**src/rtl/spi_bram_pkg.sv**
```systemverilog
// Shared opcodes, FSM state type and the status-byte packer for spi_bram_bridge.
package spi_bram_pkg;

  // Command opcodes (first byte of every frame)
  localparam logic [7:0] OP_WRITE  = 8'h01;
  localparam logic [7:0] OP_READ   = 8'h02;
  localparam logic [7:0] OP_STATUS = 8'h03;

  // Command engine states
  typedef enum logic [2:0] {
    StIdle,
    StAddr,
    StLen,
    StWrData,
    StRdIssue,
    StRdPush
  } state_e;

  // Layout of the byte returned by the STATUS opcode
  function automatic logic [7:0] status_byte(input logic sticky_err, input logic [1:0] last_op);
    return {sticky_err, 3'b000, last_op, 2'b00};
  endfunction

endpackage

```
**src/rtl/spi_bram_mem.sv**
```systemverilog
// Single-port byte RAM: synchronous write, registered read with read enable.
// Kept free of control logic so the array maps onto block RAM.
module spi_bram_mem #(
  parameter int unsigned ADDR_WIDTH = 8,
  parameter logic [7:0]  INIT_VALUE = 8'h00
) (
  input  logic                  clk,
  input  logic                  rst,
  input  logic                  we,
  input  logic                  re,
  input  logic [ADDR_WIDTH-1:0] addr,
  input  logic [7:0]            wdata,
  output logic [7:0]            rdata
);

  localparam int unsigned Depth = 1 << ADDR_WIDTH;

  // Power-up content only; rst never clears the array
  logic [7:0] mem_q [Depth] = '{default: INIT_VALUE};
  logic [7:0] rdata_q;

  // Array write port
  always_ff @(posedge clk) begin
    if (we) begin
      mem_q[addr] <= wdata;
    end
  end

  // Output register; holds its value while re is low
  always_ff @(posedge clk) begin
    if (rst) begin
      rdata_q <= 8'h00;
    end else if (re) begin
      rdata_q <= mem_q[addr];
    end
  end

  assign rdata = rdata_q;

endmodule

```
**src/rtl/spi_bram_bridge.sv**
```systemverilog
// Framed byte-stream command engine between the SPI RX/TX FIFO streams and an
// inferred BRAM. Frame: OP, ADDR (MSB first), LEN, payload; bursts are LEN+1 bytes.
// Optional STATUS opcode enabled by defining SPI_BRAM_BRIDGE_STATUS_EN.
module spi_bram_bridge
  import spi_bram_pkg::*;
#(
  parameter int unsigned ADDR_WIDTH = 8,
  parameter logic [7:0]  INIT_VALUE = 8'h00
) (
  input  logic       clk,
  input  logic       rst,
  input  logic [7:0] rx_data,
  input  logic       rx_valid,
  output logic       rx_ready,
  output logic [7:0] tx_data,
  output logic       tx_valid,
  input  logic       tx_ready,
  input  logic       frame_abort,
  output logic       busy,
  output logic       cmd_err
);

  localparam int unsigned ADDR_BYTES    = (ADDR_WIDTH + 7) / 8;
  localparam logic [1:0]  LAST_ADDR_BYTE = 2'(ADDR_BYTES - 1);

  state_e                state_q, state_d;
  logic [ADDR_WIDTH-1:0] addr_q, addr_d;
  logic [ADDR_WIDTH-1:0] addr_shifted;
  logic [7:0]            count_q, count_d;
  logic [1:0]            abyte_q, abyte_d;
  logic                  is_read_q, is_read_d;
  logic                  tx_valid_q, tx_valid_d;
  logic                  cmd_err_q, cmd_err_d;
  logic                  rx_fire, tx_fire;
  logic                  mem_we, mem_re;
  logic [7:0]            mem_rdata;

`ifdef SPI_BRAM_BRIDGE_STATUS_EN
  logic       sticky_q, sticky_d;
  logic [1:0] last_op_q, last_op_d;
  logic       status_sel_q, status_sel_d;
  logic [7:0] status_q, status_d;
`endif

  // The bridge always sinks RX bytes; bytes arriving during reads are dummies
  assign rx_ready = 1'b1;
  assign rx_fire  = rx_valid && rx_ready;
  assign tx_fire  = tx_valid_q && tx_ready;

  // Shift the next address byte in; bits above ADDR_WIDTH fall off the top
  if (ADDR_WIDTH > 8) begin : g_addr_wide
    assign addr_shifted = {addr_q[ADDR_WIDTH-9:0], rx_data};
  end else begin : g_addr_narrow
    assign addr_shifted = rx_data[ADDR_WIDTH-1:0];
  end

  // Next-state, datapath updates and BRAM strobes
  always_comb begin
    state_d    = state_q;
    addr_d     = addr_q;
    count_d    = count_q;
    abyte_d    = abyte_q;
    is_read_d  = is_read_q;
    tx_valid_d = tx_valid_q;
    cmd_err_d  = 1'b0;
    mem_we     = 1'b0;
    mem_re     = 1'b0;
`ifdef SPI_BRAM_BRIDGE_STATUS_EN
    sticky_d     = sticky_q;
    last_op_d    = last_op_q;
    status_sel_d = status_sel_q;
    status_d     = status_q;
`endif

    unique case (state_q)
      StIdle: begin
        if (rx_fire) begin
          if (rx_data == OP_WRITE || rx_data == OP_READ) begin
            is_read_d = (rx_data == OP_READ);
            abyte_d   = 2'd0;
            state_d   = StAddr;
`ifdef SPI_BRAM_BRIDGE_STATUS_EN
            last_op_d = rx_data[1:0];
`endif
          end
`ifdef SPI_BRAM_BRIDGE_STATUS_EN
          else if (rx_data == OP_STATUS) begin
            // Snapshot before last_op is overwritten by this opcode
            status_d     = status_byte(sticky_q, last_op_q);
            status_sel_d = 1'b1;
            last_op_d    = rx_data[1:0];
            count_d      = 8'd0;
            tx_valid_d   = 1'b1;
            state_d      = StRdPush;
          end
`endif
          else begin
            cmd_err_d = 1'b1;
          end
        end
      end

      StAddr: begin
        if (rx_fire) begin
          addr_d = addr_shifted;
          if (abyte_q == LAST_ADDR_BYTE) begin
            abyte_d = 2'd0;
            state_d = StLen;
          end else begin
            abyte_d = abyte_q + 2'd1;
          end
        end
      end

      StLen: begin
        if (rx_fire) begin
          count_d = rx_data;
          state_d = is_read_q ? StRdIssue : StWrData;
        end
      end

      StWrData: begin
        if (rx_fire) begin
          mem_we = 1'b1;
          addr_d = addr_q + 1'b1;
          if (count_q == 8'd0) begin
            state_d = StIdle;
          end else begin
            count_d = count_q - 8'd1;
          end
        end
      end

      StRdIssue: begin
        // One cycle of read latency; the RAM output register becomes tx_data
        mem_re     = 1'b1;
        tx_valid_d = 1'b1;
        state_d    = StRdPush;
`ifdef SPI_BRAM_BRIDGE_STATUS_EN
        status_sel_d = 1'b0;
`endif
      end

      StRdPush: begin
        if (tx_fire) begin
          tx_valid_d = 1'b0;
`ifdef SPI_BRAM_BRIDGE_STATUS_EN
          if (status_sel_q) begin
            sticky_d = 1'b0;
          end else begin
            addr_d = addr_q + 1'b1;
          end
`else
          addr_d = addr_q + 1'b1;
`endif
          if (count_q == 8'd0) begin
            state_d = StIdle;
          end else begin
            count_d = count_q - 8'd1;
            state_d = StRdIssue;
          end
        end
      end

      default: begin
        state_d = StIdle;
      end
    endcase

    // Abort overrides everything but rst; a write strobed this cycle still lands
    if (frame_abort) begin
      state_d    = StIdle;
      tx_valid_d = 1'b0;
      cmd_err_d  = (state_q != StIdle);
`ifdef SPI_BRAM_BRIDGE_STATUS_EN
      last_op_d  = last_op_q;
`endif
    end

`ifdef SPI_BRAM_BRIDGE_STATUS_EN
    if (cmd_err_d) begin
      sticky_d = 1'b1;
    end
`endif
  end

  // Control and datapath registers
  always_ff @(posedge clk) begin
    if (rst) begin
      state_q    <= StIdle;
      addr_q     <= '0;
      count_q    <= 8'd0;
      abyte_q    <= 2'd0;
      is_read_q  <= 1'b0;
      tx_valid_q <= 1'b0;
      cmd_err_q  <= 1'b0;
    end else begin
      state_q    <= state_d;
      addr_q     <= addr_d;
      count_q    <= count_d;
      abyte_q    <= abyte_d;
      is_read_q  <= is_read_d;
      tx_valid_q <= tx_valid_d;
      cmd_err_q  <= cmd_err_d;
    end
  end

`ifdef SPI_BRAM_BRIDGE_STATUS_EN
  // Status registers: sticky error, last opcode, and the pending status byte
  always_ff @(posedge clk) begin
    if (rst) begin
      sticky_q     <= 1'b0;
      last_op_q    <= 2'd0;
      status_sel_q <= 1'b0;
      status_q     <= 8'h00;
    end else begin
      sticky_q     <= sticky_d;
      last_op_q    <= last_op_d;
      status_sel_q <= status_sel_d;
      status_q     <= status_d;
    end
  end

  assign tx_data = status_sel_q ? status_q : mem_rdata;
`else
  assign tx_data = mem_rdata;
`endif

  assign tx_valid = tx_valid_q;
  assign cmd_err  = cmd_err_q;
  assign busy     = (state_q != StIdle);

  spi_bram_mem #(
    .ADDR_WIDTH (ADDR_WIDTH),
    .INIT_VALUE (INIT_VALUE)
  ) u_mem (
    .clk   (clk),
    .rst   (rst),
    .we    (mem_we),
    .re    (mem_re),
    .addr  (addr_q),
    .wdata (rx_data),
    .rdata (mem_rdata)
  );

endmodule

```
**config.mk**
```make
export PLATFORM = sky130hd
export DESIGN_NAME = spi_bram_bridge
export DESIGN_NICKNAME = d
export VERILOG_FILES = /design/src/rtl/spi_bram_pkg.sv /design/src/rtl/spi_bram_mem.sv /design/src/rtl/spi_bram_bridge.sv
export SDC_FILE = /design/constraint.sdc
export NUM_CORES = 2
export LEC_CHECK = 0
export ABC_AREA = 1
export CAP_MARGIN = 5
export CORE_ASPECT_RATIO = 0.75
export CORE_MARGIN = 2
export CORE_UTILIZATION = 35
export CTS_BUF_LIST = sky130_fd_sc_hd__clkbuf_16
export CTS_CLUSTER_SIZE = 25
export DETAILED_ROUTE_END_ITERATION = 10
export PLACE_DENSITY_LB_ADDON = 0.1
export RECOVER_POWER = 100
export SYNTH_ARGS = -nofsm -noshare
export SYNTH_HDL_FRONTEND = slang
export SYNTH_SLANG_ARGS = --single-unit
```
**constraint.sdc**
```tcl
create_clock -name clk -period 4.6 [get_ports clk]
set_input_delay 0.92 -clock clk [delete_from_list [all_inputs] [get_ports clk]]
set_output_delay 0.92 -clock clk [all_outputs]
set_load 0.05 [all_outputs]
```
### After elaboration in Yosys (flattened, before gate mapping)

Memory sizes are Yosys's and may differ from the RTL's. A register that Yosys moved wholly into a read port is not among the register bits.
Index checks and enable logic that the tools add are counted.

| storage, ports and cells | value |
|---|---|
| output and inout bits | 12 |
| RAM bits | 2048 |
| input port bits | 13 |
| memories | 1 |
| register bits | 24 |
| word-level logic and storage cells | 78 |

Memory list:

| name | depth | bits a word | rd ports | clocked after Yosys merged registers in | write ports | RTL line | RTL |
|---|---|---|---|---|---|---|---|
| u_mem.mem_q | 256 | 8 | 1 | 1 | 1 | spi_bram_mem.sv:19 | `logic [7:0] mem_q [Depth] = '{default: INIT_VALUE};` |

| cells by class | value |
|---|---|
| muxes and demuxes | 35 |
| reduce and logical (&&, ||, !) cells | 17 |
| add/sub/neg operators | 3 |
| equal/unequal tests | 15 |

Operator list:

| cell | count |
|---|---|
| $mux W8 | 6 |
| $pmux W8 S3 | 2 |
| $mux W3 | 10 |
| $pmux W3 S6 | 1 |
| $ne A2 B2 Y1 const B | 8 |
| $reduce_and A4 Y1 | 3 |
| $mux W1 | 10 |
| $reduce_bool A3 Y1 | 3 |
| $add A8 B1 Y8 const B | 1 |
| $eq A8 B1 Y1 const B | 1 |
| $eq A8 B2 Y1 const B | 1 |
| $logic_not A8 Y1 | 1 |
| $mux W2 | 4 |
| $reduce_and A8 Y1 | 1 |
| $sub A8 B1 Y8 const B | 1 |
| $eq A3 B2 Y1 const B | 2 |
| $eq A3 B3 Y1 const B | 2 |
| $pmux W2 S2 | 1 |
| $reduce_bool A2 Y1 | 2 |
| $eq A3 B1 Y1 const B | 1 |
| $logic_not A3 Y1 | 1 |
| $reduce_and A3 Y1 | 1 |
| $add A2 B1 Y2 const B | 1 |
| $logic_not A2 Y1 | 1 |
| 5 further kinds | 5 |

### Logic depth before layout (Yosys ltp)

| depth | value |
|---|---|
| depth after elaboration | 6 |
| gate-level depth with buffers | 19 |
| depth with buffers taken out | 15 |

### Modules after synthesis

From an unflattened synthesis, not the netlist that was laid out.

| unflattened totals | value |
|---|---|
| cell total of the unflattened synthesis | 7984 |
| area total of the unflattened synthesis | 85714.7 µm² |

By module, submodules not included:

| module | times used | cells each | area each (µm²) |
|---|---|---|---|
| spi_bram_mem | 1 | 7705 | 84064.4 |
| spi_bram_bridge | 1 | 279 | 1650.3 |

### Worst setup path after synthesis

Ideal clock, no wire load.

| timing | value |
|---|---|
| path kind | input to register |
| start point | input rx_valid |
| end point | memory u_mem.mem_q[237][0] (enable) |
| library setup time | 370 ps |
| path buffers | 1 |
| stages on the path | 7 |
| data required time | 4230 ps |
| path slack | 2003 ps |
| arrival | 2227 ps |
| path through | inv_1 nor2_1 inv_1 nor2_1 nand2_1 clkbuf_1 nor2_1 |

| on the way | value |
|---|---|
| word-level cells in the longest chain between the ends | 4 |

Ends and longest elaborated chain:

| what | RTL line | RTL |
|---|---|---|
| start: declaration | spi_bram_bridge.sv:13 | `input logic rx_valid,` |
| $mux W1 | spi_bram_bridge.sv:123 | `if (rx_fire) begin` |
| $mux W1 | spi_bram_bridge.sv:75 | `unique case (state_q)` |
| $mux W1 | spi_bram_mem.sv:24 | `if (we) begin` |
| $mux W1 (not written as such) | spi_bram_mem.sv:25 | `mem_q[addr] <= wdata;` |
| end: declaration | spi_bram_mem.sv:19 |  |

Every way passes these cells.

### Final worst setup path

| timing | value |
|---|---|
| start point | input rx_data[2] |
| end point | memory u_mem.mem_q[6][2] (data pin) |

RTL lines:

| what | RTL line | RTL |
|---|---|---|
| start: declaration | spi_bram_bridge.sv:12 | `input logic [7:0] rx_data,` |

No word-level cell before the write port.

==> reports/metrics.cfg <==
[routing]
wirelength_mm=275.7
ant_nets=0
viasPerCell=4.951
drtIter0Drc=5682
drc=0
vias=59046
dr.pass1.iters=7
routedWlPerCell_um=23.11

[synthesis]
synthAdderAreaFrac_pct=0.1144
synth-simple-area-share_pct=19.70
synthesis.nets=8401
synthTopCellsByArea=edfxtp_1 (70%), nand2_1 (11%), nor2_1 (7.7%)
ys_seq_elements=2080
synth_area_um2=87500
yosysUniqueCellTypes=31
synth_compound_area_share_pct=4.571
yosysWarnings=0
yosysSeqAreaShare_pct=71.01
synth-xor-area-share_pct=0.04004
synth_top_area_share_pct=70.28
syn_area_per_cell_um2=10.44
synthMuxAreaShare_pct=0
synth_top_cell_by_area=edfxtp_1
synth_top_family_by_area=simple AND/OR/NAND/NOR gates
syn_inst=8380

[die]
start_util_pct=35.30
core_um2=247900
fp.dieW_um=581.4
core.rowCount=158
io-pin-count=25
die-area_um2=254100
die_h_um=437.0

[finish]
fin_cells=11926
n_fill_cell=24433
drive_above_1_share_pct=5.394
area_delta_synth_final_pct=12.87
utilization_pct=39.84
nets=8494

[global_routing]
grt_max_degree=140
grt_pass1_wl_mm=400.1
antenna_found_initial=12
globalRouteTotalUtil_pct=21.30
grt_pass1_vias=57604
overflow=0

[clocking]
postCtsHoldBufs=0
ctsHtreeMaxLevel=4
cts_repair_resize_count=0
clk_latency_ps=860
clk_pin_slew_ps=60
clockBufferDepth=4
post-cts-setup-buffers=0
numCtsBuffers=215
cts-root-buf=clkbuf_16
cts.sinks=2080
cts_tree=built

[timing]
slew_violations=1116
slew_headroom_pct=-131.9
final.period_utilization_pct=83.89
hold_slack_ps=463.6
worst_pin_slew_ps=3478
skew_ps=26.03
finalSetupViolCount=0
fmax_ghz=0.2592
fin_setup_tns_ps=0
fin_ws_ps=741.2
rsz0062_at_grt=false
period_needed_ps=3859
hold_viol_final=0

[placement]
gp_congestion=0.8309
placed_cells=11536
dpl.hpwl_mm=161.3
post-place-ws_ps=532.9
portBuffers=23

[pwr]
ir_drop_uv=273.4
leakage_nw=37.45
power_per_cell_area_nw_per_um2=386.5

[worst_setup_path]
slowest_stage=dlymetal6s4s_1
path_max_fanout=64
path_cells=buf_8, dlymetal6s4s_1
crit_start=rx_data[2]
cp-end-kind=flop
worst_ep_required_time_ps=4770
cp.buffers_inverters=2
start_kind=input pin
r2r_start=state_q[0]
critical-path-top-delay-family=buffers and inverters
arrival_ps=4020
crit_path_max_incr_delay_ps=2500
critPathKind=in -> reg

[hold_path]
hp-class=reg -> reg
hp-start=count_q[5]

[run]
max_cap_viol_count=20

[status]
violations=max-capacitance violations, max-slew violations
status=finished, violations left

-- report_power, final --
group          internal (W)  total, W  switching [W]
logic             0.0000429  0.000521       0.000478
clock network       0.00935    0.0168        0.00748
registers            0.0208    0.0208    0.000000504
total                0.0302    0.0382        0.00796
-- metrics by stage --
stage | total power (W) | cell area, µm²
CTS | 0.03851 | 99500
global route | 0.03924 | 98760
detailed placement | 0.02176 | 92920
global placement | 0.02176 | 92920
floorplan | 0.02126 | 87500
finish | 0.03817 | 98770
-- kinds of logic after synthesis --
| kind of cell | Yosys count |
|---|---|
| AND/OR/NAND/NOR | 4509 |
| flip-flops | 2080 |
| buffers and inverters | 986 |
| AO/OA/AOI/OAI | 792 |
| adder cells (fa/ha/maj) | 8 |
| XOR/XNOR | 4 |
| other | 1 |
-- Yosys cell counts, drive strengths merged --
library cell,instances
nand4,2
nor2,1784
o21ai,754
o22ai,3
inv,528
clkinv,3
o211a,1
conb,1
buf,255
a311oi,1
nor4,4
dfxtp,32
nand3,234
clkbuf,200
a211oi,4
o31ai,1
edfxtp,2048
nand2,2479
xor2,2
xnor2,2
nor3,6
a31oi,7
ha,8
a21oi,20
o211ai,1
-- layer usage --
metal	wire length, µm	track usage, %
met1	136000	32.81
met5	0	0
met3	14960	2.842
met2	119400	31.94
met4	5249	4.287
-- registers in the layout, indices dropped and copies added (netlist names) --
register	count
addr_q	8
u_mem.mem_q	2048
u_mem.rdata	8
cmd_err	1
count_q	8
state_q	3
is_read_q	1
abyte_q	2
tx_valid	1
-- tightest hold or removal path: stages, from the launching register on --
cell,delay [ps]
dfxtp_1,310
nand2_1,60
a21oi_1,50
-- final cells by class --
cell class	instances	area, µm²	share of cell area (%)
inverter	531	2022	2.047
clock inverter	167	1149	1.163
timing repair buffer	331	2461	2.492
sequential	2080	62150	62.92
antenna	6	15.01	0.01520
multi-input combinational	5314	21440	21.71
clock buffer	217	5430	5.498
tap	3280	4104	4.155
-- path summary, 6_finish.rpt --
| check | endpoint | slack [ps] | cells past startpoint |
|---|---|---|---|
| min | count_q[5] | 460 | 2 |
| min reg2reg | count_q[5] | 460 | 2 |
| max | u_mem.mem_q[6][2] | 740 | 2 |
| max reg2reg | u_mem.mem_q[214][3] | 780 | 11 |
-- placed cells by master (no fill, tap or decap), types with 30 or more instances in the layout --
cell type,count
nand2_1,2470
edfxtp_1,2048
nor2_1,1780
o21ai_0,687
inv_1,569
nand3_1,233
clkbuf_16,217
clkbuf_1,151
buf_4,102
o21ai_1,67
clkinv_1,61
buf_12,41
clkinv_2,37
dfxtp_1,30
No activity file was read; power rests on OpenSTA's default activity.
